**config.mk**
```make
export PLATFORM = sky130hd
export DESIGN_NAME = serial_tmr_subtractor
export DESIGN_NICKNAME = d
export VERILOG_FILES = /design/src/rtl/serial_tmr_subtractor.sv
export SDC_FILE = /design/constraint.sdc
export NUM_CORES = 1
export LEC_CHECK = 0
export ABC_AREA = 1
export ABC_CLOCK_PERIOD_IN_PS = 3800
export CAP_MARGIN = 10
export CORE_MARGIN = 4
export CORE_UTILIZATION = 51
export DETAILED_ROUTE_END_ITERATION = 10
export PLACE_DENSITY = 0.85
export REMOVE_ABC_BUFFERS = 1
export SETUP_SLACK_MARGIN = 0.1
export SLEW_MARGIN = 20
export SYNTH_ARGS = -nofsm -noshare
export SYNTH_HDL_FRONTEND = slang
export SYNTH_SLANG_ARGS = --single-unit
```
**constraint.sdc**
```tcl
create_clock -name clk -period 3.8 [get_ports clk]
set_input_delay 1.14 -clock clk [delete_from_list [all_inputs] [get_ports clk]]
set_output_delay 1.14 -clock clk [all_outputs]
set_load 0.05 [all_outputs]
```
**src/rtl/serial_tmr_subtractor.sv**
```systemverilog
// Bit-serial subtractor (x - y mod 2^W) with a triple-redundant borrow chain.
// One bit is processed per clock, LSB first. The borrow is held in three
// replicas. Each replica computes its own borrow-out from its own stored
// value. The borrow-in used for the difference bit is the 2-of-3 majority.
// Any cycle in which the replicas disagree sets a sticky fault flag and
// bumps a saturating 4-bit counter.
//
// Ports:
//   clk       - clock, rising edge
//   rst       - synchronous active-high reset
//   start     - begin a subtraction (sampled only in IDLE)
//   x, y      - minuend / subtrahend, captured when start is accepted
//   inj       - per-replica inversion of the written borrow (RUN only)
//   busy      - high while in RUN
//   done      - one-cycle pulse when the result is valid
//   d         - difference
//   b         - voted borrow-out (x < y unsigned)
//   fault     - sticky replica disagreement flag
//   fault_cnt - disagreement cycle count, saturating at 15
//
// state | meaning
// IDLE  | waiting for start; results held
// RUN   | processing bit idx, one per cycle
// DONE  | result valid, done pulses for this one cycle
module serial_tmr_subtractor #(
  parameter int W = 8
) (
  input  logic         clk,
  input  logic         rst,
  input  logic         start,
  input  logic [W-1:0] x,
  input  logic [W-1:0] y,
  input  logic [2:0]   inj,
  output logic         busy,
  output logic         done,
  output logic [W-1:0] d,
  output logic         b,
  output logic         fault,
  output logic [3:0]   fault_cnt
);

  localparam int IW = $clog2(W);

  typedef enum logic [1:0] {IDLE, RUN, DONE} state_t;

  state_t        state, state_nx;
  logic [W-1:0]  x_q, y_q;
  logic [IW-1:0] idx;
  logic [2:0]    rep;

  logic          xi, yi, bin, di, last;
  logic [2:0]    bout, rep_nx;
  logic          dis_old, dis_new;
  logic [1:0]    inc;
  logic [4:0]    cnt_sum;
  logic [3:0]    cnt_sat;

  function automatic logic maj3(input logic [2:0] v);
    return (v[0] & v[1]) | (v[0] & v[2]) | (v[1] & v[2]);
  endfunction

  always_comb begin
    xi   = x_q[idx];
    yi   = y_q[idx];
    bin  = maj3(rep);
    di   = xi ^ yi ^ bin;
    last = (idx == IW'(W - 1));
    for (int r = 0; r < 3; r++) begin
      bout[r] = (~xi & yi) | (~(xi ^ yi) & rep[r]);
    end
    rep_nx  = bout ^ inj;
    dis_old = (rep != 3'b000) && (rep != 3'b111);
    dis_new = (rep_nx != 3'b000) && (rep_nx != 3'b111);
    // On the final edge the freshly written replicas are checked too, so
    // that edge can contribute up to two disagreement events.
    inc     = {1'b0, dis_old} + {1'b0, last & dis_new};
    cnt_sum = {1'b0, fault_cnt} + {3'b000, inc};
    cnt_sat = (cnt_sum > 5'd15) ? 4'd15 : cnt_sum[3:0];
  end

  always_ff @(posedge clk) begin
    if (rst) begin
      state <= IDLE;
    end else begin
      state <= state_nx;
    end
  end

  always_comb begin
    state_nx = state;
    busy     = 1'b0;
    done     = 1'b0;
    case (state)
      IDLE: begin
        if (start) state_nx = RUN;
      end
      RUN: begin
        busy = 1'b1;
        if (last) state_nx = DONE;
      end
      DONE: begin
        done     = 1'b1;
        state_nx = IDLE;
      end
      default: state_nx = IDLE;
    endcase
  end

  always_ff @(posedge clk) begin
    if (rst) begin
      x_q       <= '0;
      y_q       <= '0;
      idx       <= '0;
      rep       <= '0;
      d         <= '0;
      b         <= 1'b0;
      fault     <= 1'b0;
      fault_cnt <= '0;
    end else begin
      case (state)
        IDLE: begin
          if (start) begin
            x_q       <= x;
            y_q       <= y;
            idx       <= '0;
            rep       <= '0;
            d         <= '0;
            b         <= 1'b0;
            fault     <= 1'b0;
            fault_cnt <= '0;
          end
        end
        RUN: begin
          d[idx]    <= di;
          rep       <= rep_nx;
          idx       <= idx + 1'b1;
          fault_cnt <= cnt_sat;
          if (inc != 2'd0) fault <= 1'b1;
          if (last) b <= maj3(rep_nx);
        end
        default: ;
      endcase
    end
  end

endmodule

```
==> key figures, run 1 <==
Global routing
  • Congestion Overflow GR: 0
  • First-pass GRT wire length: a little over 7000 µm
  • Number of global-route vias before repair: 1770
  • Initial antenna violation count: 0
  • Largest net degree at the start of global routing: 29
  • Gr usage total: 18.0%

STA
  • Headroom to the max-slew limit: 53.5%
  • Final Hold Viols: 0
  • Final setup skew: between 10 and 15 ps
  • Max-slew violations: 0
  • Fmax: 287 MHz
  • Least-Margin Pin Slew: about 700 ps
  • Min cycle time layout: between 3000 and 4000 ps
  • Final period util: between 90% and 100%
  • Final setup fails: 0
  • Setup TNS Final: 0 ps
  • RSZ-0062 raised after global routing: no

Floorplanning
  • Die W: between 60 and 70 µm
  • DIE AREA: between 4000 and 5000 µm²
  • Starting Density: between 50 and 60%
  • Die height: ~70 µm
  • Boundary Pins: 38
  • Core area: around 3700 µm²
  • Row count: 22

Job
  • # Max-Cap Violations: 0

Power and ir drop
  • Combinational power share: 19.3%
  • Total leakage power: 0.00103 µW
  • Total power: just under 1000 µW
  • PwrDens: a little under 400 nW/µm²
  • Clock power share: 35.8%
  • Sequential share of power: between 40% and 50%
  • Psw: around 270 µW
  • Cell Int Power: around 690 µW
  • VDD IR max: approximately 0.34 mV
  • Switching share of power: 28.4%

Clocking
  • Maximum clock path buffer count: 2
  • Cts hold-fix bufs: 0
  • H-tree Lvls: 2
  • Clk_lat worst skew: 290 ps
  • Num CTS Buffers: 5
  • Root buffer cell: clkbuf_8
  • Clk sinks: 38
  • Clock transition at path regs: roughly 80 ps
  • CTS tree: built

Final layout
  • Area Growth Syn to Fin: 30.2%
  • Nets: 361
  • Number of diodes: 0
  • Layout cells sized above 1: 8.43%

Critical path
  • Slowest-stage cell, CP: fa_1
  • Critical path required time: roughly 4000 ps
  • Largest stage delay on the critical path: 390 ps
  • CP cell instances: clkinvlp_4 > clkbuf_2 > nand2_1 > a21oi_1 > o21ai_0 > nand2_1 > inv_1 > ha_4 > clkinvlp_4 > nand2_1 > xor2_2 > nand3_1 > nand2_1 > nor2_1 > ha_1 > ha_1 > fa_1 > nand2_1 > nor2_1 > o21ai_0 > a21oi_1
  • Flop-to-flop setup slack: about 310 ps
  • CP Class: reg -> reg
  • CP arrival: roughly 3600 ps
  • Most frequent CP cell: nand2_1
  • Setup crit end kind: flip-flop
  • Worst-path maximum fanout: 7
  • Crit path launch type: flip-flop

Route
  • Final wirelength: between 4000 and 5000 µm
  • Remaining antenna violation count: 0
  • WL per Instance: 12.1 µm
  • Drt first pass iters: 4
  • Via count: between 1500 and 2000
  • Drc violations: 0
  • Initial drt markers: roughly 150
  • Vias/cell: ~5

Status
  • Status: completed

Logic synthesis
  • Syn_area_per_cell: approximately 6.6 µm²
  • Synthesized instance count: 290
  • Post-synth EDFFs: 0
  • Synth Warn #: 0
  • Post-synthesis sequential area ratio: about 40%
  • Synth area leaders: dfxtp_1, nand2_1, nor2_1
  • Synth area leader: dfxtp_1
  • Share of the synthesized area in the top cell type: approximately two fifths
  • Area of the mapped netlist: 1920 µm²
  • Cell variety after synth: 20
  • Synth Register Bits: 38
  • Synth top cells by count: nand2_1, nor2_1, dfxtp_1
  • Post-synth ARST share: 0%
  • Ys flop type: dfxtp_1
  • Most frequent cell after synthesis: nand2_1

Placement
  • HPWL after DPL: just over 3000 µm
  • IO Port Bufs: 37
  • GP Congestion: 0.842

Min path
  • Hold Path Class: reg -> reg
==> sequential cells by signal, summed over array words and instances (netlist names) <==
register and count:
rep 3, state 2, b 1, x_q 8, d 8, fault_cnt 4, idx 3, fault 1
y_q 8
==> logic make-up after synthesis <==
family | synth area share [%]
compound gates | 16.8
fa+ha+maj | 5.59
buf+inv | 8.06
flops | 39.5
xor+xnor | 0.910
simple gates | 29.1
==> per-layer routing <==
metal | up-vias | wire length [µm] | track usage (%)
li1 | 1004 | - | -
met1 | 888 | 1990 | 19.2
met2 | 60 | 2300 | 33.4
met3 | 5 | 235 | 4.64
met4 | 0 | 53 | 7.16
met5 | - | 0 | 0
==> through the flow <==
stage	setup WS [ps]	cells	hold WS [ps]	area (µm²)	utilization [%]
2_1_floorplan	311	278	453	1870	-
3_3_place_gp	334	368	470	2330	63.8
3_5_place_dp	250	368	476	2330	63.8
6_report	314	380	498	2500	68.4
4_1_cts	239	376	491	2450	66.9
5_1_grt	87.4	380	522	2500	68.4
==> power by group through the flow <==
| stage | Clock, µW | Sequential [µW] | Combinational (µW) |
|---|---|---|---|
| finish | 345 | 434 | 186 |
| global route | 361 | 436 | 207 |
| CTS | 350 | 433 | 171 |
| detailed placement | 0 | 442 | 169 |
| global placement | 0 | 441 | 166 |
| floorplan | 0 | 450 | 96.6 |
==> placed cells by master, fill, tap and decap left out, drive strengths merged <==
cell	n
clkbuf	6
xor2	2
clkinvlp	4
nand2	60
o21ai	33
nand3	18
ha	7
clkinv	1
bufinv	1
fa	1
o21a	1
a21oi	30
inv	23
dfxtp	38
nor2	59
or2	3
buf	8
clkdlybuf4s50	37
==> final timing paths <==
check,cells past startpoint,end,start
max,21,fault_cnt[0],idx[0]
min,2,rep[2],rep[2]
max reg2reg,21,fault_cnt[0],idx[0]
min reg2reg,2,rep[2],rep[2]
==> timing repair <==
item | CTS | global route
setup buffers | 0 | 4
setup endpoints to repair | 0 | 4
resized for setup | 0 | 5
==> cell type report <==
class	instances	area, µm²
fill	298	1160
multi-input combinational	214	1030
sequential	38	762
timing repair buffer	46	435
inverter	26	105
clock buffer	5	68.8
tap	48	60.1
clock inverter	3	45.0
==> worst max-delay path, delay by kind of cell (launching register included) <==
family,cells,cell delay [ps]
buffers and inverters,4,580
and+or+nand+nor,8,680
xor gates and xnor gates,1,200
DFF,1,380
AOI/OAI and AO/OA,4,470
adders and majority gates,4,1020
Power figures use the tool's default switching activity.
==> inputs of run 2 (changes only) <==
Settings changed: CORE_UTILIZATION 51 to 32, PLACE_DENSITY 0.85 to 0.6, SETUP_SLACK_MARGIN 0.1 to default.
==> run 2 against run 1 <==
Against the previous run: worst hold slack lost 17 ps; highest routed layer unchanged; via count down 4.9%; cell area shrank 1.6%; power shrank 8.1%; global-route usage is 5.2 points lower; critical path type unchanged; flip-flop and latch count did not move; clock skew fell by 3.2 ps.
==> key figures, run 2 (synthesis results as in run 1) <==
Critical path
  • Worst-path maximum fanout: 12 (was 7)
  • CP Class: reg -> reg (unchanged)
  • CP arrival: 3650 ps (was 3640 ps)
  • Reg2Reg Depth: 20 (was 21)
  • Crit path launch type: flip-flop (unchanged)
  • Setup crit end kind: flip-flop (unchanged)
  • Critical path required time: 3980 ps (was 3950 ps)

STA
  • RSZ-0062 raised after global routing: no (unchanged)
  • Headroom to the max-slew limit: 53.0% (was 53.5%)
  • Final setup skew: 8.78 ps (was 12.0 ps)
  • Hold slack: 481 ps (was 498 ps)
  • Final Hold Viols: 0 (unchanged)
  • Setup TNS Final: 0 ps (unchanged)
  • Final period util: 91.2% (was 91.7%)
  • Least-Margin Pin Slew: 704 ps (was 697 ps)
  • Min cycle time layout: 3470 ps (was 3490 ps)
  • Fmax: 289 MHz (was 287 MHz)
  • Final setup fails: 0 (unchanged)
  • Max-slew violations: 0 (unchanged)

Floorplanning
  • Starting Density: 33.9% (was 52.6%)
  • Row count: 27 (was 22)
  • Boundary Pins: 38 (unchanged)
  • Die height: 85.5 µm (was 69.4 µm)
  • Die W: 85.5 µm (was 69.4 µm)
  • DIE AREA: 7320 µm² (was 4820 µm²)
  • Core area: 5680 µm² (was 3660 µm²)

Power and ir drop
  • Total leakage power: 0.00102 µW (was 0.00103 µW)
  • VDD IR max: 0.145 mV (was 0.340 mV)
  • PwrDens: 360 nW/µm² (was 385 nW/µm²)
  • Switching share of power: 28.7% (was 28.4%)
  • Sequential share of power: 48.6% (was 45.0%)
  • Clock power share: 32.2% (was 35.8%)
  • Psw: 255 µW (was 274 µW)
  • Cell Int Power: 633 µW (was 691 µW)
  • Combinational power share: 19.2% (was 19.3%)

Route
  • Vias/cell: 4.64 (was 5.15)
  • Final wirelength: 4310 µm (was 4580 µm)
  • Initial drt markers: 103 (was 149)
  • Remaining antenna violation count: 0 (unchanged)
  • Drc violations: 0 (unchanged)
  • Drt first pass iters: 5 (was 4)
  • WL per Instance: 10.8 µm (was 12.1 µm)
  • Via count: 1862 (was 1957)

Clocking
  • Root buffer cell: clkbuf_8 (unchanged)
  • Clk_lat worst skew: 290 ps (about the same)
  • Clock transition at path regs: 80 ps (about the same)
  • Clk sinks: 38 (unchanged)
  • CTS tree: built (unchanged)
  • H-tree Lvls: 2 (unchanged)
  • Maximum clock path buffer count: 2 (unchanged)
  • Cts hold-fix bufs: 0 (unchanged)
  • Post-cts sizing count: 0 (unchanged)
  • Num CTS Buffers: 5 (unchanged)
  • Setup Buffers After CTS: 0 (unchanged)

Global routing
  • Initial antenna violation count: 0 (unchanged)
  • Largest net degree at the start of global routing: 29 (unchanged)
  • Number of global-route vias before repair: 1761 (was 1770)
  • Gr usage total: 12.8% (was 18.0%)
  • Congestion Overflow GR: 0 (unchanged)
  • First-pass GRT wire length: 7730 µm (was 7200 µm)

Placement
  • Dpl cells: 393 (was 368)
  • GP Congestion: 0.833 (was 0.842)
  • HPWL after DPL: 3110 µm (was 3030 µm)
  • IO Port Bufs: 37 (unchanged)

Status
  • Status: completed (unchanged)

Final layout
  • Nets: 358 (was 361)
  • Layout cells sized above 1: 5.78% (was 8.43%)
  • Reg area: 761 µm² (was 762 µm²)
  • Finished Core Util: 43.4% (was 68.4%)
  • Finished Layout Cells: 401 (was 380)
  • FILL cells: 625 (was 298)
  • Area of the multi-input gates: 1010 µm² (was 1030 µm²)
  • Commonest non-fill, non-tap cell in the layout: nand2_1 (unchanged)
  • Biggest regs: d (8), x_q (8), y_q (8) (unchanged)
  • Area Growth Syn to Fin: 28.0% (was 30.2%)
  • Number of diodes: 0 (unchanged)
  • Most frequent cells in the layout: nand2_1, nor2_1, dfxtp_1 (was nand2_1, nor2_1, dfxtp_1, clkdlybuf4s50_1, o21ai_0)

Min path
  • WHS Path Cells: 2 (unchanged)
  • Hold Path Class: reg -> reg (unchanged)

Job
  • # Max-Cap Violations: 0 (unchanged)
## run 2: cell count changes in the layout (fill, tap and decap cells not counted), sizes merged
| cell | delta |
|---|---|
| clkinvlp | -4 |
| clkinv | +1 |
| buf | -2 |
| inv | +2 |
| clkbuf | +1 |
| bufinv | -1 |
## run 2: routing by layer
| layer | global-route usage (%) | share of wire [%] | routed length [µm] |
|---|---|---|---|
| met5 | 0 | 0 | 0 |
| met4 | 5.32 | 2.3 | 100 |
| met3 | 3.36 | 4.1 | 177 |
| met2 | 20.7 | 45 | 1940 |
| met1 | 16.2 | 49 | 2090 |
## run 2: worst max-delay path, stage by stage (launching register included)
cell and delay (ps):
dfxtp_1 330, inv_1 160, nand2_1 100, a21oi_1 50
or2_2 280, nand2_1 60, nand2_1 50, ha_1 360
nand2_1 80, nand2_1 70, xor2_1 260, nand3_1 150
nand2_1 90, nor2_1 40, ha_1 270, ha_1 210
fa_1 390, nand2_1 110, nor2_1 60, o21ai_0 150
a21oi_1 80
## run 2: stage by stage
step | worst slack (ps) | power (µW) | instance area, µm²
global route | 15.3 | 938 | 2460
detailed placement | 248 | 611 | 2370
global placement | 346 | 611 | 2370
finish | 335 | 888 | 2460
CTS | 322 | 897 | 2460
floorplan | 311 | 546 | 1870
## run 2: path summary, 6_finish.rpt
path                                      to  startpoint  slack (ps)
worst min register to register        rep[2]      rep[2]         480
worst min-delay path                  rep[2]      rep[2]         480
worst max-delay path            fault_cnt[1]      idx[0]         330
worst max register to register  fault_cnt[1]      idx[0]         330
## run 2: power groups by stage
stage / Clock (µW) / Sequential, µW / Combinational, µW
after global routing: 309 / 434 / 194
final: 286 / 431 / 171
after detailed placement: 0 / 440 / 171
after global placement: 0 / 441 / 170
after CTS: 294 / 431 / 172
after floorplan: 0 / 450 / 96.6
## run 2: layout make-up
cell class              count  share of cell area (%)
multi-input cells         214                    40.9
clock buffers               7                    3.50
inverters                  26                    3.96
repair buffers             43                    16.9
flip-flops and latches     38                    30.9
clock inverters             1                   0.203
well taps                  72                    3.66
==> inputs of run 3 (changes only) <==
Settings changed: CORE_UTILIZATION 32 to 43, PLACE_DENSITY 0.6 to 0.74.
==> run 3 against run 2 <==
Against the previous run: sequential power hardly changed; flip-flop and latch count stayed put; worst hold slack better by 9.9 ps; clock skew hardly changed; wire length is 2.7% lower; non-clock buffer count is 1 lower; clock power is 50% higher.
==> key figures, run 3 (synthesis results as in run 1) <==
Global routing
  • Gr usage total: 15.1% (was 12.8%)
  • Congestion Overflow GR: 0 (unchanged)
  • Initial antenna violation count: 0 (unchanged)
  • Number of global-route vias before repair: 1641 (was 1761)
  • Largest net degree at the start of global routing: 29 (unchanged)
  • First-pass GRT wire length: 6690 µm (was 7730 µm)

Route
  • Drc violations: 0 (unchanged)
  • Initial drt markers: 113 (was 103)
  • Drt first pass iters: 4 (was 5)
  • Remaining antenna violation count: 0 (unchanged)
  • Final wirelength: 4200 µm (was 4310 µm)
  • Via count: 1873 (was 1862)
  • Vias/cell: 4.93 (was 4.64)
  • WL per Instance: 11.0 µm (was 10.8 µm)

Critical path
  • Setup crit end kind: flip-flop (unchanged)
  • Worst-path maximum fanout: 12 (unchanged)
  • CP arrival: 3630 ps (was 3650 ps)
  • CP Class: reg -> reg (unchanged)
  • Critical path required time: 3980 ps (about the same)
  • Crit path launch type: flip-flop (unchanged)
  • Worst R2R End: fault_cnt[0] (was fault_cnt[1])
  • RR Startpoint: idx[0] (unchanged)
  • Reg2Reg Depth: 20 (unchanged)
  • Flop-to-flop setup slack: 350 ps (was 330 ps)

STA
  • Final setup skew: 8.37 ps (was 8.78 ps)
  • RSZ-0062 raised after global routing: no (unchanged)
  • Fmax: 290 MHz (was 289 MHz)
  • Min cycle time layout: 3450 ps (was 3470 ps)
  • Max-slew violations: 0 (unchanged)
  • Final Hold Viols: 0 (unchanged)
  • Final period util: 90.8% (was 91.2%)
  • Final setup fails: 0 (unchanged)
  • Headroom to the max-slew limit: 54.6% (was 53.0%)
  • Setup TNS Final: 0 ps (unchanged)
  • Least-Margin Pin Slew: 680 ps (was 704 ps)

Final layout
  • Most frequent cells in the layout: nand2_1, nor2_1, dfxtp_1 (unchanged)
  • FILL cells: 419 (was 625)
  • Finished Layout Cells: 380 (was 401)
  • Nets: 357 (was 358)
  • Commonest non-fill, non-tap cell in the layout: nand2_1 (unchanged)
  • Biggest regs: d (8), x_q (8), y_q (8) (unchanged)
  • Area Growth Syn to Fin: 29.4% (was 28.0%)
  • Layout cells sized above 1: 6.40% (was 5.78%)
  • Number of diodes: 0 (unchanged)

Power and ir drop
  • VDD IR max: 0.216 mV (was 0.145 mV)
  • Sequential share of power: 41.8% (was 48.6%)
  • Psw: 264 µW (was 255 µW)
  • Cell Int Power: 767 µW (was 633 µW)
  • PwrDens: 414 nW/µm² (was 360 nW/µm²)
  • Switching share of power: 25.6% (was 28.7%)
  • Clock power share: 41.5% (was 32.2%)
  • Combinational power share: 16.7% (was 19.2%)
  • Total leakage power: 0.00104 µW (was 0.00102 µW)

Floorplanning
  • Die W: 74.9 µm (was 85.5 µm)
  • Starting Density: 44.2% (was 33.9%)
  • DIE AREA: 5610 µm² (was 7320 µm²)
  • Boundary Pins: 38 (unchanged)
  • Row count: 24 (was 27)
  • Die height: 74.9 µm (was 85.5 µm)
  • Core area: 4350 µm² (was 5680 µm²)

Placement
  • Dpl cells: 372 (was 393)
  • HPWL after DPL: 2920 µm (was 3110 µm)
  • GP Congestion: 0.836 (was 0.833)
  • IO Port Bufs: 37 (unchanged)

Clocking
  • Clk sinks: 38 (unchanged)
  • Root buffer cell: clkbuf_8 (unchanged)
  • Num CTS Buffers: 5 (unchanged)
  • Maximum clock path buffer count: 2 (unchanged)
  • H-tree Lvls: 2 (unchanged)
  • Clk_lat worst skew: 290 ps (about the same)
  • Cts hold-fix bufs: 0 (unchanged)
  • CTS tree: built (unchanged)
  • Setup Buffers After CTS: 0 (unchanged)
  • Clock transition at path regs: 80 ps (about the same)

Min path
  • Min-delay src: fault (was rep[2])
  • Hold endpoint: fault (was rep[2])
  • Hold Path Class: reg -> reg (unchanged)
  • WHS Path Cells: 2 (unchanged)

Job
  • # Max-Cap Violations: 0 (unchanged)

Status
  • Status: completed (unchanged)
[run 3: power by group through the flow]
stage,combinational (µW),sequential (µW),clock [µW]
2_1_floorplan,96.6,450,0
3_3_place_gp,168,440,0
3_5_place_dp,169,441,0
4_1_cts,171,431,431
5_1_grt,191,434,443
6_report,172,432,428
[run 3: through the flow]
step / hold slack, ps / worst slack, ps / total power [µW] / instance area (µm²) / util, %
floorplan: 453 / 311 / 546 / 1870 / -
global placement: 471 / 340 / 608 / 2340 / 53.7
detailed placement: 475 / 271 / 609 / 2340 / 53.7
CTS: 488 / 289 / 1030 / 2480 / 57.0
global route: 496 / 54.3 / 1070 / 2490 / 57.2
finish: 491 / 351 / 1030 / 2490 / 57.2
[run 3: final cells by class]
| class | instances | area, µm² | share of cell area [%] |
|---|---|---|---|
| tap | 52 | 65.1 | 2.61 |
| sequential | 38 | 761 | 30.6 |
| inverter | 26 | 97.6 | 3.92 |
| clock buffer | 6 | 82.6 | 3.32 |
| clock inverter | 2 | 60.1 | 2.41 |
| multi-input combinational | 214 | 1020 | 40.8 |
| timing repair buffer | 42 | 408 | 16.4 |
[run 3: how the worst max path moves through the flow]
stage,start,end,depth (start not counted)
2_1_floorplan,idx[0],fault_cnt[0],20
3_3_place_gp,inj[2],fault_cnt[1],12
3_5_place_dp,inj[2],fault_cnt[0],12
4_1_cts,idx[0],fault_cnt[0],20
5_1_grt,idx[0],fault_cnt[0],21
6_report,idx[0],fault_cnt[0],20
[run 3: per-layer routing]
metal | track usage [%] | up-vias | routed length, µm
met4 | 6.32 | 0 | 67
met2 | 26.0 | 40 | 1990
met1 | 18.6 | 827 | 1950
met5 | 0 | - | 0
met3 | 2.54 | 7 | 186
li1 | - | 999 | -
[run 3: worst max-delay path: stages (launching register included)]
cell and delay (ps):
dfxtp_1 330, inv_1 170, nand2_1 100, a21oi_1 50, or2_2 300, nand2_1 60, nand2_1 70, ha_1 370
nand2_1 80, nand2_1 100, xor2_2 220, nand3_1 120, nand2_1 70, nor2_1 40, ha_1 280, ha_1 210
fa_1 380, nand2_1 110, nor2_1 50, o21ai_0 150, a21oi_1 80
[run 3: timing repair]
item / in CTS / in global routing
gates resized for setup: 0 / 2
endpoints found under the setup margin: 0 / 1
endpoints found under the hold margin: 0 / 0
